===== src/rtl/pipo_pkg.sv =====
// Shared constants and helpers for the PIPO pipeline.
// Holds the default WIDTH/DEPTH and the occupancy-width function.
package pipo_pkg;

    localparam int PIPO_WIDTH = 16;
    localparam int PIPO_DEPTH = 4;

    // Bits needed to count 0..depth valid stages.
    function automatic int occ_width(input int depth);
        return $clog2(depth + 1);
    endfunction

endpackage


===== src/rtl/pipo_stage.sv =====
// One pipeline stage: WIDTH data register plus valid bit.
// Ports: clk, clr_n (async clear), flush, i_load, i_valid, i_data -> o_valid, o_data.
module pipo_stage
    import pipo_pkg::*;
#(
    parameter int WIDTH = PIPO_WIDTH
) (
    input  logic             clk,
    input  logic             clr_n,
    input  logic             flush,
    input  logic             i_load,
    input  logic             i_valid,
    input  logic [WIDTH-1:0] i_data,
    output logic             o_valid,
    output logic [WIDTH-1:0] o_data
);

    logic             r_valid;
    logic [WIDTH-1:0] r_data;

    // Flush drops validity only; data is left as-is since
    // nothing downstream looks at it while the valid bit is low.
    always_ff @(posedge clk or negedge clr_n) begin
        if (!clr_n) begin
            r_valid <= 1'b0;
            r_data  <= '0;
        end else if (flush) begin
            r_valid <= 1'b0;
        end else if (i_load) begin
            r_valid <= i_valid;
            if (i_valid) begin
                r_data <= i_data;
            end
        end
    end

    assign o_valid = r_valid;
    assign o_data  = r_data;

endmodule


===== src/rtl/pipo_pipe.sv =====
// Bubble-collapsing PIPO pipeline of DEPTH stages with valid/ready handshake.
// Ports: clk, clr_n, flush, in_valid/in_ready/din, out_valid/out_ready/dout, occupancy.
module pipo_pipe
    import pipo_pkg::*;
#(
    parameter int WIDTH = PIPO_WIDTH,
    parameter int DEPTH = PIPO_DEPTH
) (
    input  logic                        clk,
    input  logic                        clr_n,
    input  logic                        flush,
    input  logic                        in_valid,
    output logic                        in_ready,
    input  logic [WIDTH-1:0]            din,
    output logic                        out_valid,
    input  logic                        out_ready,
    output logic [WIDTH-1:0]            dout,
    output logic [occ_width(DEPTH)-1:0] occupancy
);

    localparam int OCC_W = occ_width(DEPTH);

    logic [DEPTH-1:0] w_v;
    logic [DEPTH-1:0] w_adv;
    logic [DEPTH-1:0] w_pv;
    logic [WIDTH-1:0] w_d  [DEPTH];
    logic [WIDTH-1:0] w_pd [DEPTH];
    logic             w_tail;
    logic [OCC_W-1:0] w_occ;

    // adv[i] = !v[i] || adv[i+1] unrolls to: out_ready, or some
    // stage from i to the end is empty. Computing it that way
    // keeps the chain free of self-referencing vector bits.
    always_comb begin
        w_tail = 1'b1;
        w_adv  = '0;
        for (int i = DEPTH - 1; i >= 0; i--) begin
            w_tail   = w_tail & w_v[i];
            w_adv[i] = !w_tail || out_ready;
        end
    end

    always_comb begin
        w_occ = '0;
        for (int i = 0; i < DEPTH; i++) begin
            w_occ = w_occ + OCC_W'(w_v[i]);
        end
    end

    assign w_pv[0] = in_valid;
    assign w_pd[0] = din;

    genvar g;
    generate
        for (g = 1; g < DEPTH; g++) begin : g_link
            assign w_pv[g] = w_v[g-1];
            assign w_pd[g] = w_d[g-1];
        end

        for (g = 0; g < DEPTH; g++) begin : g_stage
            pipo_stage #(
                .WIDTH (WIDTH)
            ) u_stage (
                .clk     (clk),
                .clr_n   (clr_n),
                .flush   (flush),
                .i_load  (w_adv[g]),
                .i_valid (w_pv[g]),
                .i_data  (w_pd[g]),
                .o_valid (w_v[g]),
                .o_data  (w_d[g])
            );
        end
    endgenerate

    assign in_ready  = w_adv[0];
    assign out_valid = w_v[DEPTH-1];
    assign dout      = w_d[DEPTH-1];
    assign occupancy = w_occ;

endmodule


===== config.mk =====
export PLATFORM = sky130hd
export DESIGN_NAME = pipo_pipe
export DESIGN_NICKNAME = d
export VERILOG_FILES = /design/src/rtl/pipo_pkg.sv /design/src/rtl/pipo_stage.sv /design/src/rtl/pipo_pipe.sv
export SDC_FILE = /design/constraint.sdc
export NUM_CORES = 1
export LEC_CHECK = 0
export ABC_AREA = 1
export BUFFER_PORTS_ARGS = -buffer_cell sky130_fd_sc_hd__buf_2
export CAP_MARGIN = 30
export CELL_PAD_IN_SITES_DETAIL_PLACEMENT = 0
export CELL_PAD_IN_SITES_GLOBAL_PLACEMENT = 1
export CORE_ASPECT_RATIO = 1.75
export CORE_MARGIN = 10
export CORE_UTILIZATION = 47
export DETAILED_ROUTE_END_ITERATION = 8
export HOLD_SLACK_MARGIN = 0.1
export PLACE_DENSITY = 0.95
export SYNTH_ARGS = -nofsm -noshare
export SYNTH_HDL_FRONTEND = slang
export SYNTH_HIERARCHICAL = 1
export SYNTH_SLANG_ARGS = --single-unit

===== constraint.sdc =====
create_clock -name clk -period 2.5 [get_ports clk]
set_input_delay 0.25 -clock clk [delete_from_list [all_inputs] [get_ports clk]]
set_output_delay 0.25 -clock clk [all_outputs]
set_load 0.03 [all_outputs]

==> out/summary.json, run 1 <==
{
  "outcome": {"value": "finished clean"},
  "die_height": {"value": 126.5, "unit": "µm"},
  "crit_path_end": {"value": "occupancy[1]"},
  "gr-total-overflow": {"value": 0},
  "clock_sink_count": {"value": 68},
  "power_frac_clock": {"value": 0.343},
  "max-slew-margin-rel": {"value": 0.4029},
  "synth_warnings": {"value": 6},
  "cts.reportedPaths.clkPinSlew": {"value": 0.07, "unit": "ns"},
  "drv_slew": {"value": 0},
  "drc": {"value": 0},
  "place_ws": {"value": 0.5492, "unit": "ns"},
  "worstPathArrival": {"value": 2.04, "unit": "ns"},
  "io_buffers": {"value": 41},
  "final.period_utilization": {"value": 0.9171},
  "r2r_cells": {"value": 7},
  "antenna_cells": {"value": 0},
  "crit_required": {"value": 2.25, "unit": "ns"},
  "vias": {"value": 2186},
  "timing.critical_path.cells": {"value": "inv_1, fa_1, inv_1, ha_1, ha_1, buf_2"},
  "pwr-share-comb": {"value": 0.156},
  "layout_common_cells": {"value": "127 x sky130_fd_sc_hd__nand2_1, 68 x sky130_fd_sc_hd__dfrtp_1, 64 x sky130_fd_sc_hd__nand4_1, 41 x sky130_fd_sc_hd__buf_2, 9 x sky130_fd_sc_hd__clkbuf_8"},
  "synth.yosys.seq_area_share": {"value": 0.5585},
  "synth.net_count": {"value": 340},
  "ant_nets": {"value": 0},
  "row_count": {"value": 38},
  "timing.critical_path.to_type": {"value": "output port"},
  "floorplan.core_area": {"value": 6276, "unit": "µm²"},
  "routed_wl": {"value": 5.187, "unit": "mm"},
  "layout.filler_cells": {"value": 617},
  "timing.critical_path.slowest_cell_delay": {"value": 0.54, "unit": "ns"},
  "unrepaired_setup_endpoints_after_global_routing": {"value": "false"},
  "worst-path-max-fanout": {"value": 6},
  "p_seq_frac": {"value": 0.502},
  "vias_in_the_first_global_route": {"value": 2242},
  "initial_antenna_violation_count": {"value": 0},
  "grtUsageTotal": {"value": 0.1155},
  "cellPowerDensity": {"value": 812.4, "unit": "nW/µm²"},
  "synth-seq-cells": {"value": 68},
  "cp.buffers_inverters": {"value": 3},
  "globalplace.congestion": {"value": 0.7311},
  "post_drt_wl_per_cell": {"value": 11.84, "unit": "µm"},
  "avgSynthCellArea": {"value": 9.641, "unit": "µm²"},
  "period_minus_slack": {"value": 2.293, "unit": "ns"},
  "layout.nets": {"value": 377},
  "die_w": {"value": 80.86, "unit": "µm"},
  "post_synth_instance_area": {"value": 3047, "unit": "µm²"},
  "floorplan.die_area": {"value": 10230, "unit": "µm²"},
  "timing.critical_path.max_delay_family": {"value": "adder cells"},
  "fmaxAchievable": {"value": 0.4361, "unit": "GHz"},
  "cts_bufs_inserted": {"value": 9},
  "layout_commonest_cell": {"value": "sky130_fd_sc_hd__nand2_1"},
  "cts_tree": {"value": "yes"},
  "cts_buffer_depth": {"value": 2},
  "hold_viol": {"value": 0},
  "crit_start": {"value": "g_stage[3].u_stage/o_valid"},
  "rr_endpoint": {"value": "g_stage[0].u_stage/o_valid"},
  "initial_utilization": {"value": 0.4854},
  "crit-reg2reg-launch": {"value": "g_stage[2].u_stage/o_valid"},
  "netlist_instances": {"value": 316},
  "report.power.total": {"value": 2.773, "unit": "mW"},
  "layout-area-overhead-vs-synth": {"value": 12.03, "unit": "%"},
  "fin_skew": {"value": 0.004081, "unit": "ns"},
  "pin_count_of_the_biggest_net_entering_global_routing": {"value": 43},
  "maxCapViolations": {"value": 0},
  "reg2reg_slack": {"value": 0.97, "unit": "ns"},
  "cts_post_setup_buffers_inserted": {"value": 0},
  "drt_first_iter_violations": {"value": 129},
  "cts_hold_buf": {"value": 1},
  "p_sw": {"value": 778.8, "unit": "µW"},
  "post_cts_resize_count": {"value": 0},
  "cellLeakagePower": {"value": 1.838, "unit": "nW"},
  "tightest_slew": {"value": 0.8957, "unit": "ns"},
  "slowest_stage": {"value": "sky130_fd_sc_hd__fa_1"},
  "pin_count": {"value": 42},
  "setup_viol": {"value": 0},
  "clock_tree.htree_level_count": {"value": 3},
  "crit_path_start_kind": {"value": "flop"},
  "peakVddDrop": {"value": 0.4517, "unit": "mV"},
  "path_depth": {"value": 6},
  "dpl.hpwl": {"value": 4.051, "unit": "mm"},
  "worst_hold_path_type": {"value": "input pin to flop"},
  "switching_share": {"value": 0.2808},
  "finalSetupTns": {"value": 0, "unit": "ns"},
  "synth.distinct_cells": {"value": 14},
  "grt_pass1_wl": {"value": 9.673, "unit": "mm"},
  "post_route_cells_drive_above_1_share": {"value": 0.2263},
  "finalCoreUtilization": {"value": 0.5439},
  "dp_cells": {"value": 421},
  "drt_first_pass_iters": {"value": 4},
  "final.setup.worst_slack": {"value": 0.2072, "unit": "ns"},
  "timing.setup.critical_path_class": {"value": "flop to output port"},
  "cts_root_buf": {"value": "sky130_fd_sc_hd__clkbuf_8"},
  "number_of_standard_cells_in_the_layout_taps_in_and_fillers_out": {"value": 438},
  "power_report.internal_total": {"value": 1.994, "unit": "mW"},
  "clock_latency": {"value": 0.33, "unit": "ns"},
  "post_drt_via_cell_ratio": {"value": 4.991}
}
sequential cells by signal, summed over array words and instances (netlist names):
name / cells
g_stage.u_stage/o_data: 64
g_stage.u_stage/o_valid: 4
synthesized netlist by cell type, drive strengths merged:
master    n  area (µm²)
buf      24       225.2
dfrtp    68        1702
fa        1       20.02
ha        2       25.02
inv      11       41.29
nand2   135       526.8
nand3     6       80.08
nand4    64       400.4
nor2      1       6.260
o21ai     4       20.02
worst min-delay path by stage:
stage	slack, ns	to	cells after the start	startpoint
floorplan	-0.05	g_stage[0].u_stage/o_data[0]	0	clr_n
global placement	0.40	g_stage[0].u_stage/o_data[14]	1	clr_n
detailed placement	0.41	g_stage[0].u_stage/o_valid	1	clr_n
CTS	0.15	g_stage[0].u_stage/o_data[8]	3	din[8]
global route	0.16	g_stage[0].u_stage/o_data[0]	3	din[0]
finish	0.17	g_stage[0].u_stage/o_data[8]	3	din[8]
routing by layer:
metal | share of wire | GRT usage
met1 | 0.39 | 0.1160
met2 | 0.55 | 0.2100
met3 | 0.031 | 0.01697
met4 | 0.028 | 0.07369
met5 | 0 | 0
power groups by stage:
stage	registers (mW)	clock network, mW	logic [mW]
2_1_floorplan	1.50	0	0.219
3_3_place_gp	1.40	0	0.433
3_5_place_dp	1.41	0	0.441
4_1_cts	1.39	0.980	0.444
5_1_grt	1.41	1.02	0.497
6_report	1.39	0.950	0.431
cell type report:
class                      instances  area, µm²  share of cell area
multi-input combinational        213       1079              0.3160
clock buffer                      10      127.6             0.03739
sequential                        68       1702              0.4985
tap                               80      100.1             0.02933
timing repair buffer              50      275.3             0.08065
clock inverter                     6      88.84             0.02603
inverter                          11      41.29             0.01210
metrics by stage:
| stage | area [µm²] | hold WS (ns) |
|---|---|---|
| 6_report | 3413 | 0.1689 |
| 5_1_grt | 3413 | 0.1644 |
| 4_1_cts | 3413 | 0.1504 |
| 3_5_place_dp | 3187 | 0.4142 |
| 3_3_place_gp | 3187 | 0.3998 |
| 2_1_floorplan | 3047 | -0.04559 |
worst reg2reg max path, stage by stage, from the launching register on:
cell,delay (ns)
sky130_fd_sc_hd__dfrtp_1,0.34
sky130_fd_sc_hd__buf_4,0.24
sky130_fd_sc_hd__nand2_1,0.09
sky130_fd_sc_hd__nor2_2,0.11
sky130_fd_sc_hd__nand3_1,0.08
sky130_fd_sc_hd__buf_4,0.21
sky130_fd_sc_hd__nand3_4,0.20
sky130_fd_sc_hd__o21ai_0,0.13
kinds of logic (layout without fill, tap and decap cells):
group | count (synthesis) | in the layout | synth area share
buffers and inverters | 35 | 77 | 0.08748
adder cells (fa/ha/maj) | 3 | 3 | 0.01478
AND/OR/NAND/NOR | 206 | 206 | 0.3327
flip-flops | 68 | 68 | 0.5585
AO/OA/AOI/OAI | 4 | 4 | 0.006571
No activity file was read; power rests on OpenSTA's default activity.
==> run 2: changes to the inputs <==
- CELL_PAD_IN_SITES_DETAIL_PLACEMENT: 0 -> 1
- CELL_PAD_IN_SITES_GLOBAL_PLACEMENT: 1 -> 2
- CORE_UTILIZATION: 47 -> 38
- PLACE_DENSITY: 0.95 -> 0.94
- SLEW_MARGIN: not set -> 20
==> run 2 against run 1 <==
Against the previous run:
- clock power up 14%
- register-to-register slack got worse by 0.02 ns
- worst setup slack lost 0.019 ns
- largest cell class unchanged
==> out/summary.json, run 2 (same netlist as run 1, synthesis figures left out) <==
{
  "finalCoreUtilization": {"value": 0.4387, "change": "-0.1052"},
  "drt_first_pass_iters": {"value": 4, "change": "unchanged"},
  "layout_common_cells": {"value": "127 x sky130_fd_sc_hd__nand2_1, 68 x sky130_fd_sc_hd__dfrtp_1, 64 x sky130_fd_sc_hd__nand4_1, 41 x sky130_fd_sc_hd__buf_2, 9 x sky130_fd_sc_hd__clkbuf_16"},
  "dpl.hpwl": {"value": 4.726, "unit": "mm", "change": "+17%"},
  "routed_wl": {"value": 6.220, "unit": "mm", "change": "+20%"},
  "peakVddDrop": {"value": 0.3555, "unit": "mV", "change": "-21%"},
  "slowest_stage": {"value": "sky130_fd_sc_hd__fa_1"},
  "tightest_slew": {"value": 0.8514, "unit": "ns", "change": "-0.04427 ns"},
  "post_drt_wl_per_cell": {"value": 14.04, "unit": "µm", "change": "+19%"},
  "floorplan.die_area": {"value": 12140, "unit": "µm²", "change": "+19%"},
  "unrepaired_setup_endpoints_after_global_routing": {"value": "false"},
  "cts_hold_buf": {"value": 0, "change": "-1"},
  "cts_buffer_depth": {"value": 2, "change": "unchanged"},
  "cp.buffers_inverters": {"value": 3, "change": "unchanged"},
  "gr-total-overflow": {"value": 0, "change": "unchanged"},
  "layout.filler_cells": {"value": 918, "change": "+49%"},
  "worst-path-max-fanout": {"value": 6, "change": "unchanged"},
  "pin_count_of_the_biggest_net_entering_global_routing": {"value": 69, "change": "+60%"},
  "timing.critical_path.cells": {"value": "inv_1, fa_1, inv_1, ha_1, ha_1, buf_2"},
  "die_height": {"value": 138.5, "unit": "µm", "change": "+9.4%"},
  "grt_pass1_wl": {"value": 10.78, "unit": "mm", "change": "+11%"},
  "outcome": {"value": "finished clean"},
  "maxCapViolations": {"value": 0, "change": "unchanged"},
  "cts_tree": {"value": "yes"},
  "vias_in_the_first_global_route": {"value": 2397, "change": "+6.9%"},
  "antenna_cells": {"value": 0, "change": "unchanged"},
  "drt_first_iter_violations": {"value": 59, "change": "-54%"},
  "crit_required": {"value": 2.25, "unit": "ns", "change": "about the same"},
  "cts_root_buf": {"value": "sky130_fd_sc_hd__clkbuf_16"},
  "drv_slew": {"value": 0, "change": "unchanged"},
  "layout_commonest_cell": {"value": "sky130_fd_sc_hd__nand2_1"},
  "worst_hold_path_type": {"value": "input pin to asynchronous set/reset pin"},
  "fmaxAchievable": {"value": 0.4325, "unit": "GHz", "change": "-0.83%"},
  "timing.critical_path.slowest_cell_delay": {"value": 0.55, "unit": "ns", "change": "about the same"},
  "ant_nets": {"value": 0, "change": "unchanged"},
  "grtUsageTotal": {"value": 0.1100, "change": "-0.005480"},
  "cellPowerDensity": {"value": 846.6, "unit": "nW/µm²", "change": "+4.2%"},
  "initial_antenna_violation_count": {"value": 0, "change": "unchanged"},
  "post_route_cells_drive_above_1_share": {"value": 0.2153, "change": "-0.01096"},
  "largest_register_ff_count": {"value": 64, "change": "unchanged"},
  "timing.setup.critical_path_class": {"value": "flop to output port"},
  "crit_path_start_kind": {"value": "flop"},
  "finalSetupTns": {"value": 0, "unit": "ns", "change": "unchanged"},
  "initial_utilization": {"value": 0.3879, "change": "-0.09758"},
  "drc": {"value": 0, "change": "unchanged"},
  "cts_bufs_inserted": {"value": 9, "change": "unchanged"},
  "clock_latency": {"value": 0.32, "unit": "ns", "change": "about the same"},
  "setup_viol": {"value": 0, "change": "unchanged"},
  "fin_skew": {"value": 0.005537, "unit": "ns", "change": "+0.001456 ns"},
  "worstPathArrival": {"value": 2.06, "unit": "ns", "change": "+0.02 ns"},
  "clock_tree.htree_level_count": {"value": 3, "change": "unchanged"},
  "period_minus_slack": {"value": 2.312, "unit": "ns", "change": "+0.01909 ns"},
  "max-slew-margin-rel": {"value": 0.4324, "change": "+0.02952"},
  "timing.critical_path.max_delay_family": {"value": "adder cells"},
  "floorplan.core_area": {"value": 7855, "unit": "µm²", "change": "+25%"},
  "row_count": {"value": 43, "change": "+13%"},
  "report.power.total": {"value": 2.917, "unit": "mW", "change": "+5.2%"},
  "cts_post_setup_buffers_inserted": {"value": 0, "change": "unchanged"},
  "die_w": {"value": 87.69, "unit": "µm", "change": "+8.4%"},
  "post_cts_resize_count": {"value": 0, "change": "unchanged"},
  "timing.critical_path.to_type": {"value": "output port"},
  "clock_sink_count": {"value": 68, "change": "unchanged"},
  "layout-area-overhead-vs-synth": {"value": 13.10, "unit": "%"},
  "cellLeakagePower": {"value": 1.851, "unit": "nW", "change": "+0.72%"},
  "hold_viol": {"value": 0, "change": "unchanged"},
  "layout.nets": {"value": 376, "change": "-0.27%"},
  "final.period_utilization": {"value": 0.9248, "change": "+0.007637"},
  "globalplace.congestion": {"value": 0.7358, "change": "+0.64%"},
  "post_drt_via_cell_ratio": {"value": 5.056, "change": "+1.3%"},
  "cts.reportedPaths.clkPinSlew": {"value": 0.05, "unit": "ns", "change": "-0.02 ns"},
  "vias": {"value": 2240, "change": "+2.5%"},
  "io_buffers": {"value": 41, "change": "unchanged"},
  "pin_count": {"value": 42, "change": "unchanged"}
}
run 2: cell count changes in the layout (fill, tap and decap cells not counted):
cell,before,now
sky130_fd_sc_hd__dlygate4sd3_1,1,0
sky130_fd_sc_hd__clkinv_4,1,0
sky130_fd_sc_hd__clkinv_2,1,0
sky130_fd_sc_hd__bufinv_16,2,0
sky130_fd_sc_hd__clkbuf_16,0,9
sky130_fd_sc_hd__clkbuf_1,1,2
sky130_fd_sc_hd__clkbuf_8,9,1
sky130_fd_sc_hd__clkinvlp_4,2,0
run 2: routing by layer:
| metal | GRT usage | wire length (µm) | vias up |
|---|---|---|---|
| li1 | - | - | 1134 |
| met1 | 0.09538 | 2193 | 1064 |
| met2 | 0.2092 | 3622 | 35 |
| met3 | 0.04118 | 286 | 7 |
| met4 | 0.04553 | 117 | 0 |
| met5 | 0 | 0 | - |
run 2: path summary, 6_finish.rpt:
path                                              start                       endpoint  slack, ns  cells past startpoint
setup / recovery             g_stage[3].u_stage/o_valid                   occupancy[1]       0.19                      6
hold / removal                                    clr_n   g_stage[3].u_stage/o_data[2]       0.11                      2
setup reg to reg             g_stage[2].u_stage/o_valid     g_stage[0].u_stage/o_valid       0.95                      7
hold reg to reg            g_stage[3].u_stage/o_data[4]   g_stage[3].u_stage/o_data[4]       0.46                      2
max in group asynchronous                         clr_n  g_stage[3].u_stage/o_data[13]       1.82                      2
min in group clk                                din[12]  g_stage[0].u_stage/o_data[12]       0.18                      3
run 2: report_power, final:
group	total [mW]	switching (mW)	internal, mW
Clock	1.08	0.403	0.674
Combinational	0.441	0.301	0.140
Sequential	1.40	0.104	1.29
run 2: through the flow:
| stage | cell area, µm² | setup WS (ns) | hold slack (ns) | instances |
|---|---|---|---|---|
| detailed placement | 3199 | 0.5029 | 0.4590 | 431 |
| CTS | 3446 | 0.1367 | 0.1438 | 443 |
| global placement | 3199 | 0.5949 | 0.4524 | 431 |
| global route | 3446 | 0.07713 | 0.1864 | 443 |
| floorplan | 3047 | 0.4303 | -0.04559 | 316 |
| finish | 3446 | 0.1881 | 0.1079 | 443 |
run 2: area by class of cell:
type	instances	area, µm²	share of cell area
inverter	11	41.29	0.01198
tap	90	112.6	0.03268
multi-input combinational	213	1079	0.3130
timing repair buffer	49	265.3	0.07698
clock buffer	12	246.5	0.07153
sequential	68	1702	0.4938
==> run 3: changes to the inputs <==
- CORE_UTILIZATION: 38 -> 35
- GPL_TIMING_DRIVEN: not set -> 1
- PLACE_DENSITY: 0.94 -> 0.89
- SETUP_SLACK_MARGIN: not set -> 0.2
- clock period: 2.5 -> 2.35 ns (I/O delays scaled with it)
==> run 3 against run 2 <==
Against the previous run:
- wire length up 3.6%
- power up 12%
- sequential share of layout area down 1.9 points
- critical path type unchanged
- largest cell class unchanged
- highest routed layer unchanged
==> out/summary.json, run 3 (same netlist as run 1, synthesis figures left out) <==
{
  "timing.critical_path.max_delay_family": {"value": "adder cells"},
  "vias_in_the_first_global_route": {"value": 2650, "change": "+11%"},
  "layout_commonest_cell": {"value": "sky130_fd_sc_hd__nand2_1"},
  "slowest_stage": {"value": "sky130_fd_sc_hd__fa_1"},
  "period_minus_slack": {"value": 2.109, "unit": "ns"},
  "cellLeakagePower": {"value": 1.887, "unit": "nW", "change": "+1.9%"},
  "dpl_cell_area": {"value": 3246, "unit": "µm²", "change": "+1.4%"},
  "clock_tree.htree_level_count": {"value": 3, "change": "unchanged"},
  "finalCoreUtilization": {"value": 0.4164, "change": "-0.02226"},
  "layout.nets": {"value": 379, "change": "+0.80%"},
  "hold_depth": {"value": 3},
  "cts_buffer_depth": {"value": 2, "change": "unchanged"},
  "cellPowerDensity": {"value": 908.4, "unit": "nW/µm²", "change": "+7.3%"},
  "io_buffers": {"value": 41, "change": "unchanged"},
  "layout-area-overhead-vs-synth": {"value": 17.74, "unit": "%"},
  "cts.reportedPaths.clkPinSlew": {"value": 0.05, "unit": "ns", "change": "about the same"},
  "crit_start": {"value": "g_stage[3].u_stage/o_valid"},
  "crit_path_start_kind": {"value": "flop"},
  "crit-reg2reg-launch": {"value": "g_stage[2].u_stage/o_valid"},
  "hold_end": {"value": "g_stage[0].u_stage/o_data[13]"},
  "cp.buffers_inverters": {"value": 3, "change": "unchanged"},
  "clock_latency": {"value": 0.33, "unit": "ns", "change": "about the same"},
  "setup_viol": {"value": 0, "change": "unchanged"},
  "gr-total-overflow": {"value": 0, "change": "unchanged"},
  "cts_tree": {"value": "yes"},
  "layout_common_cells": {"value": "127 x sky130_fd_sc_hd__nand2_1, 68 x sky130_fd_sc_hd__dfrtp_1, 64 x sky130_fd_sc_hd__nand4_1, 40 x sky130_fd_sc_hd__buf_2"},
  "multi_input_comb_area": {"value": 1104, "unit": "µm²", "change": "+2.3%"},
  "drt_first_iter_violations": {"value": 32, "change": "-46%"},
  "worstPathArrival": {"value": 1.87, "unit": "ns", "change": "-0.19 ns"},
  "post_drt_via_cell_ratio": {"value": 4.750, "change": "-6.1%"},
  "largest_register_ff_count": {"value": 64, "change": "unchanged"},
  "timing.critical_path.to_type": {"value": "output port"},
  "max-slew-margin-rel": {"value": 0.5051, "change": "+0.07273"},
  "finalSetupTns": {"value": 0, "unit": "ns", "change": "unchanged"},
  "drt_first_pass_iters": {"value": 4, "change": "unchanged"},
  "tightest_slew": {"value": 0.7423, "unit": "ns", "change": "-0.1091 ns"},
  "antenna_cells": {"value": 0, "change": "unchanged"},
  "cts_bufs_inserted": {"value": 9, "change": "unchanged"},
  "rr_endpoint": {"value": "g_stage[0].u_stage/o_valid"},
  "initial_utilization": {"value": 0.3537, "change": "-0.03419"},
  "vias": {"value": 2261, "change": "+0.94%"},
  "pin_count_of_the_biggest_net_entering_global_routing": {"value": 38, "change": "-45%"},
  "worstHoldStart": {"value": "din[13]"},
  "ant_nets": {"value": 0, "change": "unchanged"},
  "fin_skew": {"value": 0.004225, "unit": "ns", "change": "-0.001312 ns"},
  "drv_slew": {"value": 0, "change": "unchanged"},
  "row_count": {"value": 45, "change": "+4.7%"},
  "floorplan.die_area": {"value": 12980, "unit": "µm²", "change": "+6.9%"},
  "clock_sink_count": {"value": 68, "change": "unchanged"},
  "pin_count": {"value": 42, "change": "unchanged"},
  "outcome": {"value": "finished clean"},
  "floorplan.core_area": {"value": 8615, "unit": "µm²", "change": "+9.7%"},
  "globalplace.congestion": {"value": 0.7239, "change": "-1.6%"},
  "initial_antenna_violation_count": {"value": 0, "change": "unchanged"},
  "post_drt_wl_per_cell": {"value": 13.54, "unit": "µm", "change": "-3.6%"},
  "grt_pass1_wl": {"value": 11.78, "unit": "mm", "change": "+9.3%"},
  "die_height": {"value": 143.4, "unit": "µm", "change": "+3.6%"},
  "crit_required": {"value": 2.12, "unit": "ns", "change": "-0.13 ns"},
  "timing.critical_path.slowest_cell_delay": {"value": 0.54, "unit": "ns", "change": "about the same"},
  "die_w": {"value": 90.53, "unit": "µm", "change": "+3.2%"},
  "cts_root_buf": {"value": "sky130_fd_sc_hd__clkbuf_16"},
  "r2r_cells": {"value": 7, "change": "unchanged"},
  "hold_viol": {"value": 0, "change": "unchanged"},
  "finalInstanceArea": {"value": 3587, "unit": "µm²", "change": "+4.1%"},
  "layout.filler_cells": {"value": 1039, "change": "+13%"},
  "unrepaired_setup_endpoints_after_global_routing": {"value": "true"},
  "seqCellArea": {"value": 1702, "unit": "µm²", "change": "unchanged"},
  "cp_common_cell": {"value": "sky130_fd_sc_hd__ha_4"},
  "maxCapViolations": {"value": 0, "change": "unchanged"},
  "dpl.hpwl": {"value": 4.818, "unit": "mm", "change": "+1.9%"},
  "final.period_utilization": {"value": 0.8974},
  "worst_hold_path_type": {"value": "input pin to flop"},
  "timing.critical_path.cells": {"value": "inv_2, fa_1, inv_1, ha_4, ha_4, buf_6"},
  "worst-path-max-fanout": {"value": 2, "change": "-4"},
  "peakVddDrop": {"value": 0.3732, "unit": "mV", "change": "+5.0%"},
  "routed_wl": {"value": 6.444, "unit": "mm", "change": "+3.6%"},
  "drc": {"value": 0, "change": "unchanged"},
  "timing.setup.critical_path_class": {"value": "flop to output port"},
  "post_route_cells_drive_above_1_share": {"value": 0.2312, "change": "+0.01590"},
  "grtUsageTotal": {"value": 0.1106, "change": "+0.0006281"},
  "fmaxAchievable": {"value": 0.4742, "unit": "GHz"},
  "reg2reg_slack": {"value": 0.69, "unit": "ns", "change": "-0.26 ns"}
}
[run 3: repair_timing]
| action | 4_1_cts | 5_1_grt |
|---|---|---|
| resized for setup | 5 | 1 |
| hold buffers | 1 | 0 |
| setup endpoints to repair | 3 | 1 |
| setup buffers | 2 | 0 |
| endpoints found under the hold margin | 31 | 0 |
| pin swaps | 1 | 0 |
[run 3: layout make-up]
cell class | count | share of cell area
tap | 117 | 0.04081
sequential | 68 | 0.4744
inverter | 11 | 0.01151
multi-input combinational | 213 | 0.3076
timing repair buffer | 52 | 0.08615
clock buffer | 13 | 0.06976
clock inverter | 2 | 0.009766
[run 3: power breakdown]
part / total (mW) / switching [mW] / leakage [nW] / internal [mW]
Clock: 1.29 / 0.449 / 0.140 / 0.842
Sequential: 1.49 / 0.110 / 0.884 / 1.38
Combinational: 0.480 / 0.323 / 0.863 / 0.157
Total: 3.26 / 0.882 / 1.89 / 2.38
[run 3: worst max-delay path by stage]
stage | to | depth (start not counted)
2_1_floorplan | occupancy[1] | 5
3_3_place_gp | occupancy[1] | 6
3_5_place_dp | occupancy[1] | 6
4_1_cts | occupancy[1] | 6
5_1_grt | occupancy[1] | 6
6_report | occupancy[1] | 6
[run 3: metal layers]
layer,routed length [µm],vias up,part of all wire,track usage
li1,-,1142,-,-
met1,2256,1076,0.35,0.09343
met2,3748,32,0.58,0.2200
met3,272,11,0.042,0.02977
met4,165,0,0.026,0.06734
met5,0,-,0,0
[run 3: stage by stage]
stage	instances	setup slack [ns]	hold slack, ns	power [mW]
final	476	0.2412	0.1585	3.258
after global routing	476	0.1560	0.1742	3.454
after CTS	476	0.2049	0.1507	3.315
after detailed placement	458	0.3942	0.3328	1.991
after global placement	458	0.4642	0.3185	1.965
after floorplan	316	0.2953	-0.06059	1.828
[run 3: worst register-to-register path, delay by kind of cell (launching register included)]
| kind | cells | cell delay [ns] |
|---|---|---|
| buffers and inverters | 2 | 0.48 |
| AO/OA/AOI/OAI | 1 | 0.13 |
| AND/OR/NAND/NOR | 4 | 0.55 |
| flip-flops | 1 | 0.37 |
